**src/rtl/dl_pipe_chain.sv**
```systemverilog
// dl_pipe_chain: DEPTH-stage valid/ready register chain with bubble collapse.
// Optional occupancy output enabled by defining DL_PIPE_CHAIN_OCC_EN.
module dl_pipe_chain #(
  parameter int unsigned      WIDTH     = 8,
  parameter int unsigned      DEPTH     = 3,
  parameter logic [WIDTH-1:0] RESET_VAL = '0
) (
  input  logic             clk,
  input  logic             rst_n,
  input  logic             flush,
  input  logic             in_valid,
  input  logic [WIDTH-1:0] in_data,
  output logic             in_ready,
  output logic             out_valid,
  output logic [WIDTH-1:0] out_data,
  input  logic             out_ready
`ifdef DL_PIPE_CHAIN_OCC_EN
  ,
  output logic [$clog2(DEPTH+1)-1:0] occ
`endif
);

  logic [DEPTH-1:0]            v_q;
  logic [DEPTH-1:0]            v_d;
  logic [DEPTH-1:0][WIDTH-1:0] d_q;
  logic [DEPTH-1:0][WIDTH-1:0] d_d;
  logic [DEPTH-1:0]            rdy;
  logic [DEPTH:0]              vin;
  logic [DEPTH:0][WIDTH-1:0]   din;

  // Upstream view of each stage: index 0 is the chain input.
  assign vin = {v_q, in_valid};
  assign din = {d_q, in_data};

  // Ready ripples back from the output; an empty stage is always ready.
  always_comb begin
    logic acc;
    acc = out_ready;
    rdy = '0;
    for (int i = int'(DEPTH) - 1; i >= 0; i--) begin
      acc    = ~v_q[i] | acc;
      rdy[i] = acc;
    end
  end

  assign in_ready  = rdy[0] & ~flush;
  assign out_valid = v_q[DEPTH-1] & ~flush;
  assign out_data  = d_q[DEPTH-1];

  // Next state: ready stages advance, data only on a valid beat.
  always_comb begin
    v_d = v_q;
    d_d = d_q;
    for (int i = 0; i < int'(DEPTH); i++) begin
      if (!flush && rdy[i]) begin
        v_d[i] = vin[i];
        if (vin[i]) begin
          d_d[i] = din[i];
        end
      end
    end
    if (flush) begin
      v_d = '0;
    end
  end

  // Stage registers; flush clears valids but leaves data in place.
  always_ff @(posedge clk or negedge rst_n) begin
    if (!rst_n) begin
      v_q <= '0;
      d_q <= {DEPTH{RESET_VAL}};
    end else begin
      v_q <= v_d;
      d_q <= d_d;
    end
  end

`ifdef DL_PIPE_CHAIN_OCC_EN
  localparam int OCC_W = $clog2(DEPTH + 1);

  logic [OCC_W-1:0] occ_q;
  logic [OCC_W-1:0] occ_d;

  // Occupancy is the population count of the next valid vector.
  always_comb begin
    occ_d = '0;
    for (int i = 0; i < int'(DEPTH); i++) begin
      occ_d = occ_d + OCC_W'(v_d[i]);
    end
  end

  // Occupancy register tracks the valid bits edge for edge.
  always_ff @(posedge clk or negedge rst_n) begin
    if (!rst_n) begin
      occ_q <= '0;
    end else begin
      occ_q <= occ_d;
    end
  end

  assign occ = occ_q;
`endif

endmodule

```
**config.mk**
```make
export PLATFORM = sky130hd
export DESIGN_NAME = dl_pipe_chain
export DESIGN_NICKNAME = d
export VERILOG_FILES = /design/src/rtl/dl_pipe_chain.sv
export SDC_FILE = /design/constraint.sdc
export NUM_CORES = 1
export LEC_CHECK = 0
export CAP_MARGIN = 20
export CORE_ASPECT_RATIO = 0.9
export CORE_MARGIN = 5
export CORE_UTILIZATION = 33
export CTS_CLUSTER_DIAMETER = 120
export DETAILED_ROUTE_END_ITERATION = 8
export DONT_BUFFER_PORTS = 1
export GPL_TIMING_DRIVEN = 0
export HOLD_SLACK_MARGIN = 0.05
export SYNTH_ARGS = -nofsm -noshare
export SYNTH_HDL_FRONTEND = slang
export SYNTH_SLANG_ARGS = --single-unit
```
**constraint.sdc**
```tcl
create_clock -name clk -period 1.45 [get_ports clk]
set_input_delay 0.3625 -clock clk [delete_from_list [all_inputs] [get_ports clk]]
set_output_delay 0.3625 -clock clk [all_outputs]
set_load 0.02 [all_outputs]
```
==> results.json, run 1 <==
{
  "start_util_pct": 33.8,
  "grt_max_degree": 28,
  "synthCells": 76,
  "grt_overflow_total": 0,
  "period_minus_slack_ns": 1.57,
  "slew_headroom_pct": 73.3,
  "layout.cells.non_filler": 126,
  "routed_via_density": 4.48,
  "grt_pass1_wl_mm": 3.04,
  "dp_cells": 120,
  "n_antenna_cell": 0,
  "power.share.clock_pct": 20.8,
  "holdWs_ns": 0.149,
  "p_leak_uw": 0.000611,
  "status": "finished with violations",
  "p_int_uw": 1450,
  "fin_ws_ns": -0.121,
  "cts-root-buf": "clkbuf_8",
  "failed_checks": "setup timing",
  "yosysUniqueCellTypes": 13,
  "ioPinCount": 23,
  "layout-drive-gt1-share_pct": 54.9,
  "place_worst_setup_slack_ns": -0.123,
  "cap_violations": 0,
  "cts_tree": "done",
  "syn-num-nets": 89,
  "synth.mux.area_fraction_pct": 26.5,
  "post_synth_and_or_nand_nor_area_fraction_pct": 5.52,
  "hold_viol_final": 0,
  "synth_compound_area_share_pct": 1.21,
  "gp_congestion": 0.645,
  "drc_errors": 0,
  "clk_latency_ns": 0.27,
  "clk_pin_slew_ns": 0.09,
  "fmax_mhz": 637,
  "dieArea_sq_um": 4710,
  "synth_xor_area_share_pct": 0,
  "via_count": 564,
  "p_sw_uw": 556,
  "synthAdderAreaFrac_pct": 0,
  "power_density_nw_per_um2": 1540,
  "dpl.hpwl_mm": 1.27,
  "maxSlewViolCount": 0,
  "fin_skew_ns": 0.00261,
  "crit_fanout": 8,
  "min_path_type": "in -> reg",
  "clock-sinks": 27,
  "worstPathRequired_ns": 1.61,
  "drtPass1Iterations": 2,
  "start_kind": "flop",
  "wirelength_mm": 1.72,
  "grt_use_total_pct": 8.42,
  "dieWidth_um": 71.8,
  "syn-cell-area_sq_um": 1130,
  "cts_buffers": 3,
  "tightest_slew_ns": 0.400,
  "p_comb_share_pct": 27.2,
  "synth_top_family_by_area": "multiplexers",
  "antenna_found_initial": 0,
  "synth.ff_latch_count": 27,
  "swShare_pct": 27.8,
  "syn_avg_cell_area_sq_um": 14.9,
  "num-nets-final": 96,
  "dieHeight_um": 65.6,
  "htree_levels": 1,
  "setup_violations": 9,
  "ant_nets": 0,
  "fin_crit_sh_pct": 108,
  "arrival_ns": 1.73,
  "first_iter_violations": 4,
  "syn_to_final_growth_pct": 14.5,
  "ir_worst_vdd_uv": 535,
  "seq_area_frac_synth_pct": 59.6,
  "power.share.sequential_pct": 52.0,
  "yosys_warnings": 0,
  "wl_per_cell_um": 13.7,
  "rsz0062_at_grt": "true",
  "grt_pass1_vias": 651,
  "io_buffers": 0,
  "clock_path_buffers": 2,
  "endpoint_kind": "flop",
  "worstSetupPathType": "reg -> reg",
  "core_area_sq_um": 3350,
  "rows": 20
}
Yosys cell counts:
library cell / instances / share of area [%]
or3b_2: 1 / 0.77
or3b_1: 1 / 0.77
buf_2: 2 / 0.88
a21oi_1: 1 / 0.44
dfrtp_1: 27 / 60
and4b_1: 1 / 0.88
nor2_1: 6 / 2.0
nor2b_1: 2 / 1.1
buf_4: 9 / 6.0
inv_1: 1 / 0.33
mux2_2: 16 / 16
mux2_4: 8 / 11
a211o_1: 1 / 0.77
layout make-up:
cell class                 instances  area [sq um]
buffer                             9          71.3
clock buffer                       3          41.3
clock inverter                     1          5.00
fill                             337          2060
inverter                           1          3.75
multi-input combinational         37           400
sequential                        27           676
tap                               44          55.1
timing repair buffer               4          45.0
routing by layer:
layer,wire [um],GRT usage [%]
met5,0,0
met4,28,4.23
met3,63,2.29
met2,805,13.8
met1,823,10.2
flip-flops by register name, summed over array words and instances, names as in the netlist:
signal    count
d_q          16
out_data      8
v_q           3
cells by family after synthesis:
kind of cell | Yosys count
simple gates | 11
buf+inv | 12
flops | 27
compound gates | 2
mux | 24
critical path, stage by stage (launching register included):
cell and delay, ns:
dfrtp_1 0.39, and4b_2 0.27, or3b_4 0.48, mux2_4 0.32
final timing paths:
check                                        start                  end  slack, ns  cells after the start
min in group asynchronous                    rst_n  d_q[15]$_DFFE_PN0P_       0.51                      2
worst max register to register  v_q[1]$_DFFE_PN0P_   d_q[5]$_DFFE_PN0P_      -0.12                      3
max in group asynchronous                    rst_n   d_q[0]$_DFFE_PN0P_       0.79                      2
worst max-delay path            v_q[1]$_DFFE_PN0P_   d_q[5]$_DFFE_PN0P_      -0.12                      3
worst min-delay path                         flush   v_q[0]$_DFFE_PN0P_       0.15                      1
worst min register to register  d_q[8]$_DFFE_PN0P_   d_q[8]$_DFFE_PN0P_       0.51                      1
layout by cell type (no fill, tap or decap):
cell,netlist,routed
dfrtp_1,27,27
mux2_2,16,14
mux2_4,8,10
buf_4,9,10
nor2_1,6,5
clkbuf_8,0,3
or3b_4,0,2
and4b_2,0,1
nor2_2,0,1
nor2b_1,2,1
nor2b_4,0,1
inv_1,1,1
a211o_1,1,1
buf_6,0,1
a21oi_1,1,1
clkinv_2,0,1
buf_12,0,1
dlygate4sd3_1,0,1
power by group through the flow:
stage          clock [uW]  sequential (uW)  combinational (uW)
2_1_floorplan           0             1020                 483
3_3_place_gp            0             1050                 508
3_5_place_dp            0             1060                 520
4_1_cts               429             1040                 546
5_1_grt               455             1070                 584
6_report              416             1040                 545
stage by stage:
step                cell area [sq um]  setup TNS, ns  power, uW  util (%)
floorplan                        1150         -0.378       1510         -
global placement                 1200         -0.829       1560      35.9
detailed placement               1200          -1.01       1580      35.9
CTS                              1280          -1.06       2020      38.1
global route                     1300          -1.29       2110      38.7
finish                           1300         -0.999       2000      38.7
timing repair:
action | 4_1_cts | 5_1_grt
resized for setup | 1 | 8
hold endpoints to repair | 27 | 0
setup buffers | 1 | 2
setup endpoints to repair | 17 | 23
pin swaps | 0 | 2
hold buffers | 2 | 0
Note: power is estimated with default switching activity, not from simulation.
==> run 2: changes to the inputs <==
--- a/config.mk
+++ b/config.mk
@@ -8,12 +8,13 @@
 export CAP_MARGIN = 20
 export CORE_ASPECT_RATIO = 0.9
 export CORE_MARGIN = 5
-export CORE_UTILIZATION = 33
+export CORE_UTILIZATION = 55
 export CTS_CLUSTER_DIAMETER = 120
 export DETAILED_ROUTE_END_ITERATION = 8
 export DONT_BUFFER_PORTS = 1
 export GPL_TIMING_DRIVEN = 0
 export HOLD_SLACK_MARGIN = 0.05
+export PLACE_DENSITY = 0.7
 export SYNTH_ARGS = -nofsm -noshare
 export SYNTH_HDL_FRONTEND = slang
 export SYNTH_SLANG_ARGS = --single-unit
==> constraint.sdc (replaced) <==
create_clock -name clk -period 1.6 [get_ports clk]
set_input_delay 0.4 -clock clk [delete_from_list [all_inputs] [get_ports clk]]
set_output_delay 0.4 -clock clk [all_outputs]
set_load 0.02 [all_outputs]
==> results.json, run 2 (synthesis results as in run 1) <==
{
  "fin_crit_sh_pct": 101,
  "failed_checks": "setup timing",
  "maxSlewViolCount": 0,
  "rsz0062_at_grt": "true",
  "worstSetupPathType": "reg -> reg",
  "place_area_sq_um": 1160,
  "ant_nets": 0,
  "dieHeight_um": 53.1,
  "fin_ws_ns": -0.0144,
  "holdWs_ns": 0.142,
  "crit_family": "simple AND/OR/NAND/NOR gates",
  "wl_per_cell_um": 16.0,
  "crit_buf_inv": 1,
  "antenna_found_initial": 0,
  "r2r-start": "v_q[1]$_DFFE_PN0P_",
  "gp_congestion": 0.716,
  "dpl.hpwl_mm": 1.20,
  "drtPass1Iterations": 4,
  "ioPinCount": 23,
  "mostFrequentLayoutCells": "dfrtp_1, mux2_2, buf_4",
  "num-nets-final": 96,
  "first_iter_violations": 2,
  "status": "finished with violations",
  "grt_pass1_vias": 681,
  "syn_to_final_growth_pct": 9.16,
  "routed_via_density": 5.49,
  "start_kind": "flop",
  "cts-root-buf": "clkbuf_4",
  "grt_pass1_wl_mm": 2.97,
  "slew_headroom_pct": 72.5,
  "endpoint_kind": "flop",
  "min-delay-start": "flush",
  "io_buffers": 0,
  "tightest_slew_ns": 0.411,
  "power_density_nw_per_um2": 1370,
  "grt_max_degree": 28,
  "largest_reg_flops": 16,
  "r2r_slack_ns": -0.01,
  "core_area_sq_um": 1930,
  "cts_tree": "done",
  "final_util_pct": 64.0,
  "dieWidth_um": 57.9,
  "period_minus_slack_ns": 1.61,
  "n_antenna_cell": 0,
  "rr_worst_depth": 4,
  "hold_viol_final": 0,
  "grt_overflow_total": 0,
  "cap_violations": 0,
  "layout-drive-gt1-share_pct": 50.0,
  "r2r_end": "d_q[0]$_DFFE_PN0P_",
  "htree_levels": 1,
  "rows": 15,
  "setup_violations": 8,
  "wirelength_mm": 1.72,
  "grt_use_total_pct": 13.0,
  "fin_area_sq_um": 1240,
  "start_util_pct": 58.6,
  "critical-path-max-stage-delay_ns": 0.42,
  "holdPathEnd": "v_q[0]$_DFFE_PN0P_",
  "clock-sinks": 27,
  "cp_slowest_cell": "dfrtp_1",
  "fmax_mhz": 619,
  "whs_path_depth": 1,
  "via_count": 587,
  "min_path_type": "in -> reg",
  "worstPathRequired_ns": 1.80,
  "p_leak_uw": 0.000589,
  "clk_pin_slew_ns": 0.13,
  "clk_latency_ns": 0.30,
  "layout_commonest_cell": "dfrtp_1",
  "largest-register": "d_q",
  "dieArea_sq_um": 3070,
  "clock_path_buffers": 2,
  "ir_worst_vdd_uv": 696,
  "drc_errors": 0,
  "crit_fanout": 8,
  "arrival_ns": 1.81,
  "cts_buffers": 3,
  "fin_skew_ns": 0.00267,
  "crit_chain": "and4b_1 > or3b_1 > buf_6 > mux2_4"
}
[run 2: cell count changes in the layout (fill, tap and decap cells not counted), moves of 2 or more]
| cell | before | now |
|---|---|---|
| clkbuf_8 | 3 | 0 |
| clkbuf_4 | 0 | 3 |
| mux2_2 | 14 | 16 |
| mux2_4 | 10 | 8 |
[run 2: cell type report]
| class | instances | area, sq um |
|---|---|---|
| Fill cell | 162 | 696 |
| Sequential cell | 27 | 676 |
| Multi-Input combinational cell | 37 | 387 |
| Buffer | 10 | 76.3 |
| Timing Repair Buffer | 3 | 37.5 |
| Tap cell | 25 | 31.3 |
| Clock buffer | 4 | 26.3 |
| Inverter | 1 | 3.75 |
[run 2: report_power, final]
group	internal, uW	switching, uW	total, uW
Sequential	855	83.5	939
Combinational	271	220	491
Clock	96.9	175	272
[run 2: how the worst max path moves through the flow]
stage | from | endpoint | slack (ns) | cells past startpoint
global route | v_q[1]$_DFFE_PN0P_ | d_q[6]$_DFFE_PN0P_ | -0.04 | 4
floorplan | v_q[1]$_DFFE_PN0P_ | d_q[0]$_DFFE_PN0P_ | 0.06 | 4
global placement | v_q[1]$_DFFE_PN0P_ | d_q[2]$_DFFE_PN0P_ | 0.002 | 4
detailed placement | v_q[1]$_DFFE_PN0P_ | d_q[1]$_DFFE_PN0P_ | -0.03 | 4
CTS | v_q[1]$_DFFE_PN0P_ | d_q[1]$_DFFE_PN0P_ | 0.002 | 4
finish | v_q[1]$_DFFE_PN0P_ | d_q[0]$_DFFE_PN0P_ | -0.01 | 4
[run 2: per-layer routing]
metal	vias up	global-route usage, %	share of wire (%)
met5	-	0	0
met4	0	4.25	0.82
met3	2	3.17	4.6
met2	11	23.3	52
met1	309	15.3	42
li1	265	-	-
[run 2: through the flow]
stage | instances | TNS, ns | setup slack (ns) | total power [uW]
2_1_floorplan | 76 | 0 | 0.0623 | 1360
3_3_place_gp | 101 | 0 | 0.00216 | 1400
3_5_place_dp | 101 | -0.191 | -0.0293 | 1430
4_1_cts | 107 | 0 | 0.00239 | 1730
5_1_grt | 107 | -0.344 | -0.0441 | 1810
6_report | 107 | -0.0687 | -0.0144 | 1700
[run 2: repair_timing]
| item | CTS | global route |
|---|---|---|
| hold buffers | 2 | 0 |
| gates resized for setup | 2 | 2 |
| endpoints found under the hold margin | 27 | 0 |
| setup endpoints to repair | 15 | 17 |
| setup buffers | 1 | 0 |
